$ cat config.mk
export PLATFORM = sky130hd
export DESIGN_NAME = sp1_ram_arb
export DESIGN_NICKNAME = d
export VERILOG_FILES = /design/src/rtl/sp1_ram_arb_pkg.sv /design/src/rtl/sp1_rr_arb2.sv /design/src/rtl/sp1_ram_arb.sv
export SDC_FILE = /design/constraint.sdc
export NUM_CORES = 1
export LEC_CHECK = 0
export CORE_MARGIN = 4
export CORE_UTILIZATION = 29
export DETAILED_ROUTE_END_ITERATION = 10
export PLACE_DENSITY = 0.79
export SYNTH_ARGS = -nofsm -noshare
export SYNTH_HDL_FRONTEND = slang
export SYNTH_SLANG_ARGS = --single-unit
$ cat constraint.sdc
create_clock -name clk -period 1.2 [get_ports clk]
set_input_delay 0.18 -clock clk [delete_from_list [all_inputs] [get_ports clk]]
set_output_delay 0.18 -clock clk [all_outputs]
set_load 0.02 [all_outputs]
$ cat src/rtl/sp1_ram_arb_pkg.sv
// Shared definitions for the sp1_ram arbiter: port tags, read latency and
// the read-tag record carried alongside each RAM command.
// Optional feature macro: SP1_RAM_ARB_LOCK_EN (lock inputs on the arbiter).
package sp1_ram_arb_pkg;

  // Port identity, also used as the tag that routes read data back.
  typedef enum logic {
    SP1_PORT_A = 1'b0,
    SP1_PORT_B = 1'b1
  } sp1_port_e;

  // Cycles from grant to read data on the RAM dout pins.
  localparam int SP1_RAM_RDLAT = 2;

  // One tag-pipeline entry: is this slot a read, and who issued it.
  typedef struct packed {
    logic      valid;
    sp1_port_e port;
  } sp1_tag_t;

endpackage

$ cat src/rtl/sp1_rr_arb2.sv
// Two-input round-robin arbiter with a last-winner flop.
// With SP1_RAM_ARB_LOCK_EN defined, the last winner may hold the grant by
// asserting lock together with req; a lock from the other port is ignored.
module sp1_rr_arb2
  import sp1_ram_arb_pkg::*;
(
  input  logic      clk,
  input  logic      rst,
  input  logic      a_req,
  input  logic      b_req,
`ifdef SP1_RAM_ARB_LOCK_EN
  input  logic      a_lock,
  input  logic      b_lock,
`endif
  output logic      a_gnt,
  output logic      b_gnt,
  output sp1_port_e win_port
);

  sp1_port_e last_reg;
  sp1_port_e last_next;
  logic      lock_hold;

`ifdef SP1_RAM_ARB_LOCK_EN
  // Only the port that won last may keep the grant through lock.
  assign lock_hold = (last_reg == SP1_PORT_A) ? (a_req & a_lock) : (b_req & b_lock);
`else
  assign lock_hold = 1'b0;
`endif

  // Grant selection: lock first, then round-robin on contention.
  always_comb begin
    a_gnt     = 1'b0;
    b_gnt     = 1'b0;
    last_next = last_reg;
    if (lock_hold) begin
      if (last_reg == SP1_PORT_A) a_gnt = 1'b1;
      else                        b_gnt = 1'b1;
    end else if (a_req && b_req) begin
      if (last_reg == SP1_PORT_B) a_gnt = 1'b1;
      else                        b_gnt = 1'b1;
    end else if (a_req) begin
      a_gnt = 1'b1;
    end else if (b_req) begin
      b_gnt = 1'b1;
    end
    if (a_gnt)      last_next = SP1_PORT_A;
    else if (b_gnt) last_next = SP1_PORT_B;
  end

  // Last-winner pointer; reset to B so A has first priority.
  always_ff @(posedge clk or negedge rst) begin
    if (!rst) last_reg <= SP1_PORT_B;
    else      last_reg <= last_next;
  end

  assign win_port = b_gnt ? SP1_PORT_B : SP1_PORT_A;

endmodule

$ cat src/rtl/sp1_ram_arb.sv
// Round-robin arbiter and sequencer in front of one single-port sp1_ram.
// Registers the winning command onto the RAM pins, keeps cs high after the
// first edge out of reset (the RAM corrupts the addressed row when cs is
// low), and routes read data back with a fixed two-cycle latency.
// Optional feature macro: SP1_RAM_ARB_LOCK_EN adds a_lock/b_lock inputs.
module sp1_ram_arb
  import sp1_ram_arb_pkg::*;
#(
  parameter int AW = 6,
  parameter int DW = 32
) (
  input  logic          clk,
  input  logic          rst,
  input  logic          a_req,
  input  logic          a_we,
  input  logic [AW-1:0] a_adrs,
  input  logic [DW-1:0] a_din,
  input  logic          b_req,
  input  logic          b_we,
  input  logic [AW-1:0] b_adrs,
  input  logic [DW-1:0] b_din,
`ifdef SP1_RAM_ARB_LOCK_EN
  input  logic          a_lock,
  input  logic          b_lock,
`endif
  output logic          a_gnt,
  output logic          a_rvalid,
  output logic [DW-1:0] a_rdata,
  output logic          b_gnt,
  output logic          b_rvalid,
  output logic [DW-1:0] b_rdata,
  output logic          ram_cs,
  output logic          ram_we,
  output logic [AW-1:0] ram_adrs,
  output logic [DW-1:0] ram_din,
  input  logic [DW-1:0] ram_dout
);

  sp1_port_e     win_port;
  logic          gnt_any;
  logic          win_we;
  logic [AW-1:0] win_adrs;
  logic [DW-1:0] win_din;

  logic          ram_cs_reg;
  logic          ram_we_reg;
  logic [AW-1:0] ram_adrs_reg;
  logic [DW-1:0] ram_din_reg;

  sp1_tag_t      tag_in;
  sp1_tag_t      tag_reg [SP1_RAM_RDLAT];
  logic [1:0]    rvalid_vec;

  sp1_rr_arb2 u_arb (
    .clk      (clk),
    .rst      (rst),
    .a_req    (a_req),
    .b_req    (b_req),
`ifdef SP1_RAM_ARB_LOCK_EN
    .a_lock   (a_lock),
    .b_lock   (b_lock),
`endif
    .a_gnt    (a_gnt),
    .b_gnt    (b_gnt),
    .win_port (win_port)
  );

  assign gnt_any = a_gnt | b_gnt;

  // Steer the winner's command fields toward the command register.
  always_comb begin
    win_we   = a_we;
    win_adrs = a_adrs;
    win_din  = a_din;
    if (win_port == SP1_PORT_B) begin
      win_we   = b_we;
      win_adrs = b_adrs;
      win_din  = b_din;
    end
  end

  // Command register: idle cycles become a re-read of the held address.
  always_ff @(posedge clk or negedge rst) begin
    if (!rst) begin
      ram_cs_reg   <= 1'b0;
      ram_we_reg   <= 1'b0;
      ram_adrs_reg <= '0;
      ram_din_reg  <= '0;
    end else begin
      ram_cs_reg <= 1'b1;
      ram_we_reg <= gnt_any & win_we;
      if (gnt_any) begin
        ram_adrs_reg <= win_adrs;
        ram_din_reg  <= win_din;
      end
    end
  end

  assign ram_cs   = ram_cs_reg;
  assign ram_we   = ram_we_reg;
  assign ram_adrs = ram_adrs_reg;
  assign ram_din  = ram_din_reg;

  // Only a granted read produces a response; writes and idles carry valid=0.
  assign tag_in.valid = gnt_any & ~win_we;
  assign tag_in.port  = win_port;

  // Tag pipeline tracks each read until its data appears on ram_dout.
  always_ff @(posedge clk or negedge rst) begin
    if (!rst) begin
      for (int i = 0; i < SP1_RAM_RDLAT; i++) tag_reg[i] <= '0;
    end else begin
      tag_reg[0] <= tag_in;
      for (int i = 1; i < SP1_RAM_RDLAT; i++) tag_reg[i] <= tag_reg[i-1];
    end
  end

  // Per-port response valid decoded from the last tag stage.
  genvar gi;
  generate
    for (gi = 0; gi < 2; gi++) begin : g_rvalid
      assign rvalid_vec[gi] = tag_reg[SP1_RAM_RDLAT-1].valid &&
                              ((tag_reg[SP1_RAM_RDLAT-1].port == SP1_PORT_B) == (gi == 1));
    end
  endgenerate

  assign a_rvalid = rvalid_vec[0];
  assign b_rvalid = rvalid_vec[1];
  assign a_rdata  = ram_dout;
  assign b_rdata  = ram_dout;

endmodule
# Yosys cells after proc, flatten, opt, wreduce, memory -nomap -nowiden
# Cells that the tools add are included.
[totals] ff_bits=45 input_bits=114 out_inout_bits=108
[classes] n_mux=13 bitwise=5 n_reduce_logical=4
[ops] operator="$mux W32" n=1
[ops] operator="$mux W1" n=11
[ops] operator="$mux W6" n=1
[ops] operator="$logic_and A1 B1 Y1" n=3
[ops] operator="$and A1 B1 Y1" n=2
[ops] operator="$not A1 Y1" n=2
[ops] operator="$reduce_bool A2 Y1" n=1
[ops] operator="$or A1 B1 Y1" n=1

# Longest topological paths before layout
# Gate-level depths: netlist of the first run.
[depth] ltp_word=7 ltp_mapped=5 mapped_depth_nobuf=4

# Hierarchy
# Synthesis of the first run repeated with hierarchy kept, for this count alone.
[hier_totals] hier_cells=254 hier_area_um2=2567.5
[by_module_without_submodules] module="sp1_ram_arb" n_inst=1 cells_per_inst=247 area_per_inst_um2=2504.9 seq_area_each_um2=1101.1
[by_module_without_submodules] module="sp1_rr_arb2" n_inst=1 cells_per_inst=7 area_per_inst_um2=62.6 seq_area_each_um2=26.3

# Worst setup path before layout of the first run
# OpenSTA, ideal clock, no wires.
[synth_path] kind="flip-flop to flip-flop" start="register u_arb.last_reg" end="register ram_we_reg, in the netlist ram_we" arrival_ns=1.183 required_time_ns=1.079 slack_ns=-0.103 stages_incl_launch_ff=5 path_cell_list="dfstp_2 -> nand2_2 -> nand2_2 -> inv_1 -> a22o_1"
[synth_via] elab_chain_len=5
[synth_lines] item="start, declared" line="sp1_rr_arb2.sv:20" rtl="sp1_port_e last_reg;"
[synth_lines] item="start signal, assigned" line="sp1_rr_arb2.sv:54" rtl="else last_reg <= last_next;"
[synth_lines] item="$mux W1 (*)" line="sp1_rr_arb2.sv:40" rtl="if (last_reg == SP1_PORT_B) a_gnt = 1'b1;"
[synth_lines] item="$mux W1 (*)" line="sp1_rr_arb2.sv:39" rtl="end else if (a_req && b_req) begin"
[synth_lines] item="via b_gnt" line="sp1_ram_arb.sv:29" rtl="output logic b_gnt,"
[synth_lines] item="$mux W1" line="sp1_rr_arb2.sv:57" rtl="assign win_port = b_gnt ? SP1_PORT_B : SP1_PORT_A;"
[synth_lines] item="$mux W1" line="sp1_ram_arb.sv:75" rtl="if (win_port == SP1_PORT_B) begin"
[synth_lines] item="$and A1 B1 Y1 (*)" line="sp1_ram_arb.sv:91" rtl="ram_we_reg <= gnt_any & win_we;"
[synth_lines] item="end signal, assigned" line="sp1_ram_arb.sv:91"
[synth_lines] item="end, declared" line="sp1_ram_arb.sv:46" rtl="logic ram_we_reg;"
# The timed path passes the listed nets; every way through them passes the cells marked *.
# A chain may end at the register's enable or synchronous reset.

# Final worst setup path of the first run
[layout_path] start="register u_arb.last_reg" end="register ram_din_reg[29], in the netlist ram_din[29]"
[layout_via] elab_chain_len=4
[layout_lines] item="$mux W1" line="sp1_rr_arb2.sv:40"
[layout_lines] item="$mux W1" line="sp1_rr_arb2.sv:39"
[layout_lines] item="$mux W1" line="sp1_rr_arb2.sv:57"
[layout_lines] item="$mux W32" line="sp1_ram_arb.sv:75"
[layout_lines] item="end signal, assigned" line="sp1_ram_arb.sv:94" rtl="ram_din_reg <= win_din;"
[layout_lines] item="end, declared" line="sp1_ram_arb.sv:48" rtl="logic [DW-1:0] ram_din_reg;"
# Several ways; a longest one is shown, not always the timed one.

==> impl_metrics.toml, run 1 <==
[placement]
placed_cells = 383
place_hpwl_um = 5040
port-buffer-count = 125
place_area_um2 = 3410
routabilityCongestion = 0.684
pre_cts_ws_ps = -662

[power]
p_comb_share_pct = 34.1
power_frac_clock_pct = 25.8
power.share.switching_pct = 29.2
p_seq_share_pct = 40.0
p_leak_nw = 1.60
ir_drop_v = 0.000553
p_sw_mw = 1.31
power_mw = 4.50
p_per_area_nw_per_um2 = 1160
internal_power_mw = 3.19

[global_routing]
grt.total_usage_pct = 14.7
antenna_found_initial = 1
top_usage_layer = "met2"
met2_usage_pct = 25.9
grt_overflow = 0
grt_pass1_wl_um = 11500
grtUsageMet3_pct = 4.29
grt_pass1_vias = 2173
grt.met1_usage_pct = 17.5
grt_start_max_net_pins = 36

[cts]
cts_tree = "built"
clk_latency_ps = 300
cts_root_buf = "clkbuf_8"
clockBufferDepth = 2
htreeDepth = 2
cts_made_buffers = 5
cts.clk_slew.worst_paths_ps = 90
cts.sinks = 45

[hold_path]
min_path_type = "input pin to async pin"

[floorplanning]
die_w_um = 101
die_area_um2 = 10200
start_util_pct = 30.2
die_h_um = 101
core-area_um2 = 8300
num_io_pins = 222
num_rows = 33

[drt]
vias_per_cell = 4.91
antenna_left = 0
post_drt_wl_per_cell_um = 19.4
first_pass_iters = 4
vias = 1992
finalWirelength_um = 7890
drc = 0
drt_iter0_markers = 67

[cells_and_area]
n_fill_cell = 760
final_cell_count_no_fill = 406
largest_reg_flops = 32
layout.nets = 413
fin_area_um2 = 3890
utilization_pct = 46.8
area_growth_syn_to_layout_pct = 55.1
layout-drive-gt1-share_pct = 35.0

[synthesis]
yosys_warnings = 0
synth_most_common_cell = "buf_4"
synthesis.instances = 219
synth_top_area_share_pct = 44.0
syn-mean-instance-area_um2 = 11.4
syn_area_um2 = 2500
synthFlopType = "dfrtp_1"
synth_edf_count = 0
synth_cell_types = 25
ys_seq_elements = 45
synthTopCellsByCount = "67 x buf_4, 44 x dfrtp_1, 33 x o221a_2"
synth_fp_nets = 333
async_reset_ff_share_pct = 100
synth_area_leaders = "dfrtp_1 44%, buf_4 20%, o221a_2 15%"
ys_seq_area_share_pct = 45.0
synth_top_area_cell = "dfrtp_1"

[sta]
finalClockSkew_ps = 11.9
slew_viol_final = 0
period_share_pct = 116
finalHoldViolCount = 0
period_needed_ps = 1390
whs_ps = 283
tns_ps = -4660
fmax_mhz = 721
setup_viol = 39
rsz0062_at_grt = "true"
fin_ws_ps = -188

[run_status]
violations = "negative setup slack"
status = "finished with violations"

[critical_path]
rrSetupSlack_ps = -190
critPathKind = "register to register"
start_kind = "register"
worstPathRequired_ps = 1390
critical_path.max_fanout = 5
reg2reg_depth = 5
endpoint_kind = "register"
cp.arrival_ps = 1580

[job]
cap_viol_max_count = 0
-- critical path, stage by stage (launching register included) --
cell and delay [ps]:
dfstp_2 580, o21ai_4 100, buf_6 140, buf_6 110, buf_16 130, o221a_4 230
-- area by class of cell --
cell class	instances	area, µm²	area share, %
Timing Repair Buffer	152	1560	40.1
Sequential cell	45	1130	29.0
Multi-Input combinational cell	91	936	24.1
Tap cell	105	131	3.38
Clock buffer	6	72.6	1.87
Clock inverter	2	38.8	0.998
Inverter	4	17.5	0.451
Antenna cell	1	2.50	0.0644
-- metal layers --
metal	share of wire, %	wire (µm)
met5	0	0
met4	1.2	97
met3	7.8	619
met2	52	4110
met1	39	3070
-- power groups by stage --
stage | Combinational, mW | Clock [mW] | Sequential (mW)
3_3_place_gp | 1.33 | 0 | 1.82
5_1_grt | 1.63 | 1.26 | 1.83
2_1_floorplan | 0.696 | 0 | 2.02
3_5_place_dp | 1.36 | 0 | 1.82
6_report | 1.54 | 1.16 | 1.80
4_1_cts | 1.49 | 1.19 | 1.80
-- cell usage in the layout (no fill, tap or decap), types with 2 or more instances in the layout --
| master | count |
|---|---|
| clkdlybuf4s50_1 | 78 |
| dfrtp_1 | 44 |
| or3_1 | 30 |
| clkdlybuf4s15_1 | 20 |
| o221a_4 | 18 |
| clkbuf_2 | 18 |
| o221a_2 | 15 |
| buf_6 | 11 |
| buf_4 | 8 |
| or3_2 | 5 |
| clkbuf_8 | 5 |
| buf_16 | 4 |
| buf_12 | 4 |
| mux2i_1 | 3 |
| and3_2 | 3 |
| a31oi_1 | 3 |
| o21ai_1 | 3 |
| dlygate4sd2_1 | 3 |
| inv_2 | 2 |
| o221a_1 | 2 |
| buf_2 | 2 |
-- logic make-up (layout without fill, tap and decap cells) --
| kind of cell | Yosys count | count (layout) | synth area share, % |
|---|---|---|---|
| AO/OA/AOI/OAI | 45 | 45 | 18.6 |
| buffers and inverters | 83 | 164 | 24.1 |
| flip-flops | 45 | 45 | 45.0 |
| multiplexers | 3 | 3 | 1.20 |
| other | 1 | 2 | 0.150 |
| AND/OR/NAND/NOR | 42 | 42 | 10.9 |
-- final timing paths --
path	start	to
hold reg to reg	tag_reg[3]$_DFF_PN0_	tag_reg[1]$_DFF_PN0_
min in group clk	tag_reg[3]$_DFF_PN0_	tag_reg[1]$_DFF_PN0_
setup / recovery	u_arb.last_reg$_DFFE_PN1P_	ram_din[29]$_DFFE_PN0P_
max in group asynchronous	rst	u_arb.last_reg$_DFFE_PN1P_
hold / removal	rst	tag_reg[1]$_DFF_PN0_
setup reg to reg	u_arb.last_reg$_DFFE_PN1P_	ram_din[29]$_DFFE_PN0P_
-- repair_timing --
| item | CTS | global route |
|---|---|---|
| endpoints found under the setup margin | 82 | 78 |
| gates resized for setup | 114 | 51 |
| hold buffers | 1 | 0 |
| buffers inserted | 5 | 1 |
| cloned | 5 | 2 |
| pin swaps | 13 | 9 |
| hold endpoints to repair | 8 | 0 |
Power figures use the tool's default switching activity.
==> run 2: changes to the inputs <==
- CORE_MARGIN: 4 -> not set
- CORE_UTILIZATION: 29 -> 32
- PLACE_DENSITY: 0.79 -> 0.82
- clock period: 1.2 -> 1.34 ns (I/O delays scaled with it)
==> run 2 against run 1 <==
Compared with the run above: the run still ends with negative setup slack left; core utilization shrank 0.21 points; clock power shrank 24%; critical path depth shrank 1; cell area shrank 11%.
==> impl_metrics.toml, run 2 (synthesis results as in run 1) <==
[power]
internal_power_mw = 2.52
power.share.switching_pct = 29.6
p_per_area_nw_per_um2 = 1040
p_leak_nw = 1.41
p_sw_mw = 1.06
p_seq_share_pct = 44.8
power_frac_clock_pct = 24.6
ir_drop_v = 0.000390
p_comb_share_pct = 30.7

[global_routing]
grt_start_max_net_pins = 37
grtUsageMet3_pct = 4.55
top_usage_layer = "met2"
grt.met1_usage_pct = 18.8
antenna_found_initial = 0
grt_pass1_vias = 2077
grt.total_usage_pct = 16.0
grt_overflow = 0
grt_pass1_wl_um = 10400
met2_usage_pct = 28.5

[cells_and_area]
final_common_cell = "clkdlybuf4s50_1"
largest_reg_flops = 32
n_fill_cell = 683
final_cell_mix = "78 x clkdlybuf4s50_1, 44 x dfrtp_1, 42 x dlygate4sd2_1, 33 x o221a_2, 30 x or3_1"
layout.nets = 399
multi_input_area_um2 = 773
layout-drive-gt1-share_pct = 25.5
area_growth_syn_to_layout_pct = 37.9
seqCellArea_um2 = 1130
num_antenna_cells = 0

[critical_path]
cpMaxStageDelayCell = "dfstp_2"
endpoint_kind = "output pin"
worstPathRequired_ps = 1140
r2r-end = "ram_din[13]$_DFFE_PN0P_"
r2r-start = "u_arb.last_reg$_DFFE_PN1P_"
start_kind = "register"
rrSetupSlack_ps = 40
critPathKind = "register to output pin"
critical_path.max_fanout = 3
crit_chain = "nand2_2 > nand2_2 > inv_2 > buf_6"
cp.arrival_ps = 1210
crit_top_cell = "nand2_2"
crit_path_max_incr_delay_ps = 590
reg2reg_depth = 4

[drt]
vias_per_cell = 5.01
post_drt_wl_per_cell_um = 17.1
antenna_left = 0
finalWirelength_um = 6580
drt_iter0_markers = 58
first_pass_iters = 4
drc = 0
vias = 1930

[hold_path]
hp-start = "tag_reg[2]$_DFF_PN0_"
min_path_type = "register to register"
hold_end = "tag_reg[0]$_DFF_PN0_"
hold_depth = 0

[sta]
period_share_pct = 105
setup_viol = 1
finalClockSkew_ps = 5.26
rsz0062_at_grt = "true"
whs_ps = 354
tns_ps = -71.8
fin_ws_ps = -71.8
finalHoldViolCount = 0
period_needed_ps = 1410
slew_viol_final = 0
fmax_mhz = 708

[cts]
cts.sinks = 45
htreeDepth = 2
cts_made_buffers = 5
cts.clk_slew.worst_paths_ps = 90
clockBufferDepth = 2
cts_tree = "built"
cts_root_buf = "clkbuf_8"
clk_latency_ps = 290

[floorplanning]
core-area_um2 = 7410
num_io_pins = 222
start_util_pct = 33.8
die_w_um = 90.5
die_h_um = 90.5
die_area_um2 = 8190
num_rows = 31

[placement]
routabilityCongestion = 0.791
port-buffer-count = 125
place_hpwl_um = 4800

[run_status]
violations = "negative setup slack"
status = "finished with violations"

[job]
cap_viol_max_count = 0
==> run 2: worst max-delay path by stage <==
stage               slack (ps)               end                  startpoint  cells past startpoint
floorplan                   40  ram_we$_DFF_PN0_  u_arb.last_reg$_DFFE_PN1P_                      4
global placement          -440             b_gnt                       a_req                      5
detailed placement        -460             b_gnt                       a_req                      5
CTS                        -90             b_gnt  u_arb.last_reg$_DFFE_PN1P_                      4
global route              -130             b_gnt  u_arb.last_reg$_DFFE_PN1P_                      4
finish                     -70             b_gnt  u_arb.last_reg$_DFFE_PN1P_                      4
==> run 2: repair_timing <==
action,in CTS,in global routing
resized for setup,65,3
endpoints found under the setup margin,80,39
endpoints found under the hold margin,12,0
gates cloned,0,0
hold buffers,1,0
setup buffers,1,0
pin swaps,1,1
==> run 2: area by class of cell <==
cell class | instances | area share [%]
clock buffers | 6 | 2.39
flip-flops and latches | 45 | 32.6
clock inverters | 2 | 0.399
multi-input cells | 91 | 22.4
repair buffers | 138 | 38.2
inverters | 4 | 0.435
well taps | 99 | 3.59
==> run 2: worst max-delay path, delay by kind of cell (launching register included) <==
family / cells / cell delay [ps]
simple gates: 2 / 170
flops: 1 / 590
buf+inv: 2 / 170
==> run 2: metal layers <==
metal / up-vias / part of all wire [%]
met3: 11 / 8.8
li1: 871 / -
met2: 120 / 50
met5: - / 0
met1: 928 / 40
met4: 0 / 0.67
==> run 2: power groups by stage <==
stage | Combinational, mW | Sequential, mW | Clock [mW]
after floorplan | 0.620 | 1.81 | 0
after global placement | 1.19 | 1.63 | 0
after detailed placement | 1.21 | 1.63 | 0
after CTS | 1.12 | 1.60 | 0.914
after global routing | 1.17 | 1.63 | 0.957
final | 1.10 | 1.60 | 0.879
==> run 2: metrics by stage <==
stage                     total power [mW]  setup WS (ps)  instance area (µm²)  cells  util (%)
final                                 3.58          -71.8                 3450    385      46.6
after CTS                             3.64          -89.9                 3470    386      46.9
after global routing                  3.75           -134                 3450    385      46.6
after global placement                2.82           -437                 3390    376      45.7
after floorplan                       2.43           36.5                 2500    219         -
after detailed placement              2.84           -464                 3390    376      45.7
==> run 3: changes to the inputs <==
- clock period: 1.34 -> 1.3 ns (I/O delays scaled with it)
==> run 3 against run 2 <==
Compared with the run above: the run still ends with negative setup slack left; cell area increased by 1.0%; via count up 1.0%; register-to-register slack lost 50 ps; wire length decreased by 1.2%; global-route usage up 0.34 points; count of clock-buffer cells in the layout unchanged; sequential share of layout area is 0.33 points lower; setup slack worse by 31 ps; final cell count did not move; worst hold slack better by 2.8 ps; total power is 4.4% higher; largest power group unchanged; highest routed layer unchanged.
==> impl_metrics.toml, run 3 (synthesis results as in run 1) <==
[floorplanning]
num_io_pins = 222
start_util_pct = 33.8
num_rows = 31
core-area_um2 = 7410
die_area_um2 = 8190
die_h_um = 90.5
die_w_um = 90.5

[cts]
clk_latency_ps = 300
cts_made_buffers = 5
cts.sinks = 45
cts_root_buf = "clkbuf_8"
clockBufferDepth = 2
htreeDepth = 2
cts.clk_slew.worst_paths_ps = 90
cts_tree = "built"

[sta]
finalClockSkew_ps = 6.81
rsz0062_at_grt = "true"
finalHoldViolCount = 0
setup_viol = 15
whs_ps = 357
fmax_mhz = 713
period_needed_ps = 1400
fin_ws_ps = -103
slew_viol_final = 0
tns_ps = -220
period_share_pct = 108

[global_routing]
grt_start_max_net_pins = 46
antenna_found_initial = 0
grt.total_usage_pct = 16.3
grt_overflow = 0
grt_pass1_wl_um = 10500
grt_pass1_vias = 1999

[critical_path]
worstPathRequired_ps = 1110
r2r-start = "u_arb.last_reg$_DFFE_PN1P_"
reg2reg_depth = 4
crit_path_max_incr_delay_ps = 600
rrSetupSlack_ps = -10
critical_path.max_fanout = 3
cp.arrival_ps = 1210
r2r-end = "ram_din[4]$_DFFE_PN0P_"
crit_top_cell = "nand2_4"
crit_chain = "nand2_4 > nand2_4 > inv_4 > buf_6"
endpoint_kind = "output pin"
cpMaxStageDelayCell = "dfstp_2"
cp.buffers_inverters = 2
crit_family = "flip-flops"
start_kind = "register"
critPathKind = "register to output pin"

[power]
ir_drop_v = 0.000437
power.share.switching_pct = 30.1
p_sw_mw = 1.12
p_per_area_nw_per_um2 = 1070
p_comb_share_pct = 30.7
internal_power_mw = 2.61
p_seq_share_pct = 44.1
power_frac_clock_pct = 25.2
p_leak_nw = 1.42

[cells_and_area]
num_antenna_cells = 0
layout-drive-gt1-share_pct = 25.9
utilization_pct = 47.1
fin_area_um2 = 3490
largest_reg_flops = 32
final_common_cell = "clkdlybuf4s50_1"
final_cell_mix = "79 x clkdlybuf4s50_1, 44 x dfrtp_1, 41 x dlygate4sd2_1, 33 x o221a_2, 30 x or3_1"
layout.nets = 399
area_growth_syn_to_layout_pct = 39.3

[placement]
port-buffer-count = 125
routabilityCongestion = 0.745
place_area_um2 = 3380
place_hpwl_um = 4670

[run_status]
violations = "negative setup slack"
status = "finished with violations"

[drt]
first_pass_iters = 4
drt_iter0_markers = 79
finalWirelength_um = 6490
post_drt_wl_per_cell_um = 16.9
antenna_left = 0
vias = 1950
vias_per_cell = 5.06
drc = 0

[hold_path]
min_path_type = "register to register"
hold_end = "tag_reg[1]$_DFF_PN0_"
hold_depth = 0
hp-start = "tag_reg[3]$_DFF_PN0_"

[job]
cap_viol_max_count = 0
==> run 3: how the worst max path moves through the flow <==
stage / from / to / slack (ps) / depth (start not counted)
floorplan: u_arb.last_reg$_DFFE_PN1P_ / ram_we$_DFF_PN0_ / 60 / 4
global placement: b_req / a_gnt / -500 / 5
detailed placement: b_req / a_gnt / -520 / 5
CTS: u_arb.last_reg$_DFFE_PN1P_ / b_gnt / -130 / 4
global route: u_arb.last_reg$_DFFE_PN1P_ / b_gnt / -150 / 4
finish: u_arb.last_reg$_DFFE_PN1P_ / b_gnt / -100 / 4
==> run 3: final cells by class <==
type	instances	area, µm²
well taps	99	124
repair buffers	138	1320
clock buffers	6	82.6
multi-input cells	91	798
flip-flops and latches	45	1130
inverters	4	17.5
fillers	688	3920
clock inverters	2	17.5
==> run 3: per-stage QoR <==
stage          cells  power, mW  setup slack [ps]
6_report         385       3.74              -103
3_3_place_gp     375       2.90              -503
2_1_floorplan    219       2.50              55.2
4_1_cts          386       3.80              -129
5_1_grt          385       3.93              -154
3_5_place_dp     375       2.92              -517
==> run 3: metal layers <==
layer  share of wire, %  global-route usage (%)  vias to the layer above
li1                   -                       -                      871
met1                 39                    18.0                      959
met2                 51                    29.0                       98
met3                7.7                    4.71                       22
met4                2.9                    6.99                        0
met5                  0                       0                        -
==> run 3: what timing repair did <==
| item | in CTS | in global routing |
|---|---|---|
| hold endpoints to repair | 44 | 0 |
| hold buffers | 1 | 0 |
| resized for setup | 62 | 10 |
| setup endpoints to repair | 80 | 43 |
| buffers inserted | 2 | 1 |
| pin swaps | 2 | 3 |
==> run 3: worst reg2reg max path, cell delays in order (launching register included) <==
cell,delay [ps]
dfstp_2,600
nand2_4,70
nand2_4,90
buf_8,250
o221a_2,250
==> run 3: power groups by stage <==
stage	combinational [mW]	sequential (mW)	clock, mW
4_1_cts	1.15	1.65	0.996
6_report	1.15	1.65	0.941
3_5_place_dp	1.24	1.68	0
5_1_grt	1.22	1.67	1.03
3_3_place_gp	1.22	1.68	0
2_1_floorplan	0.640	1.86	0
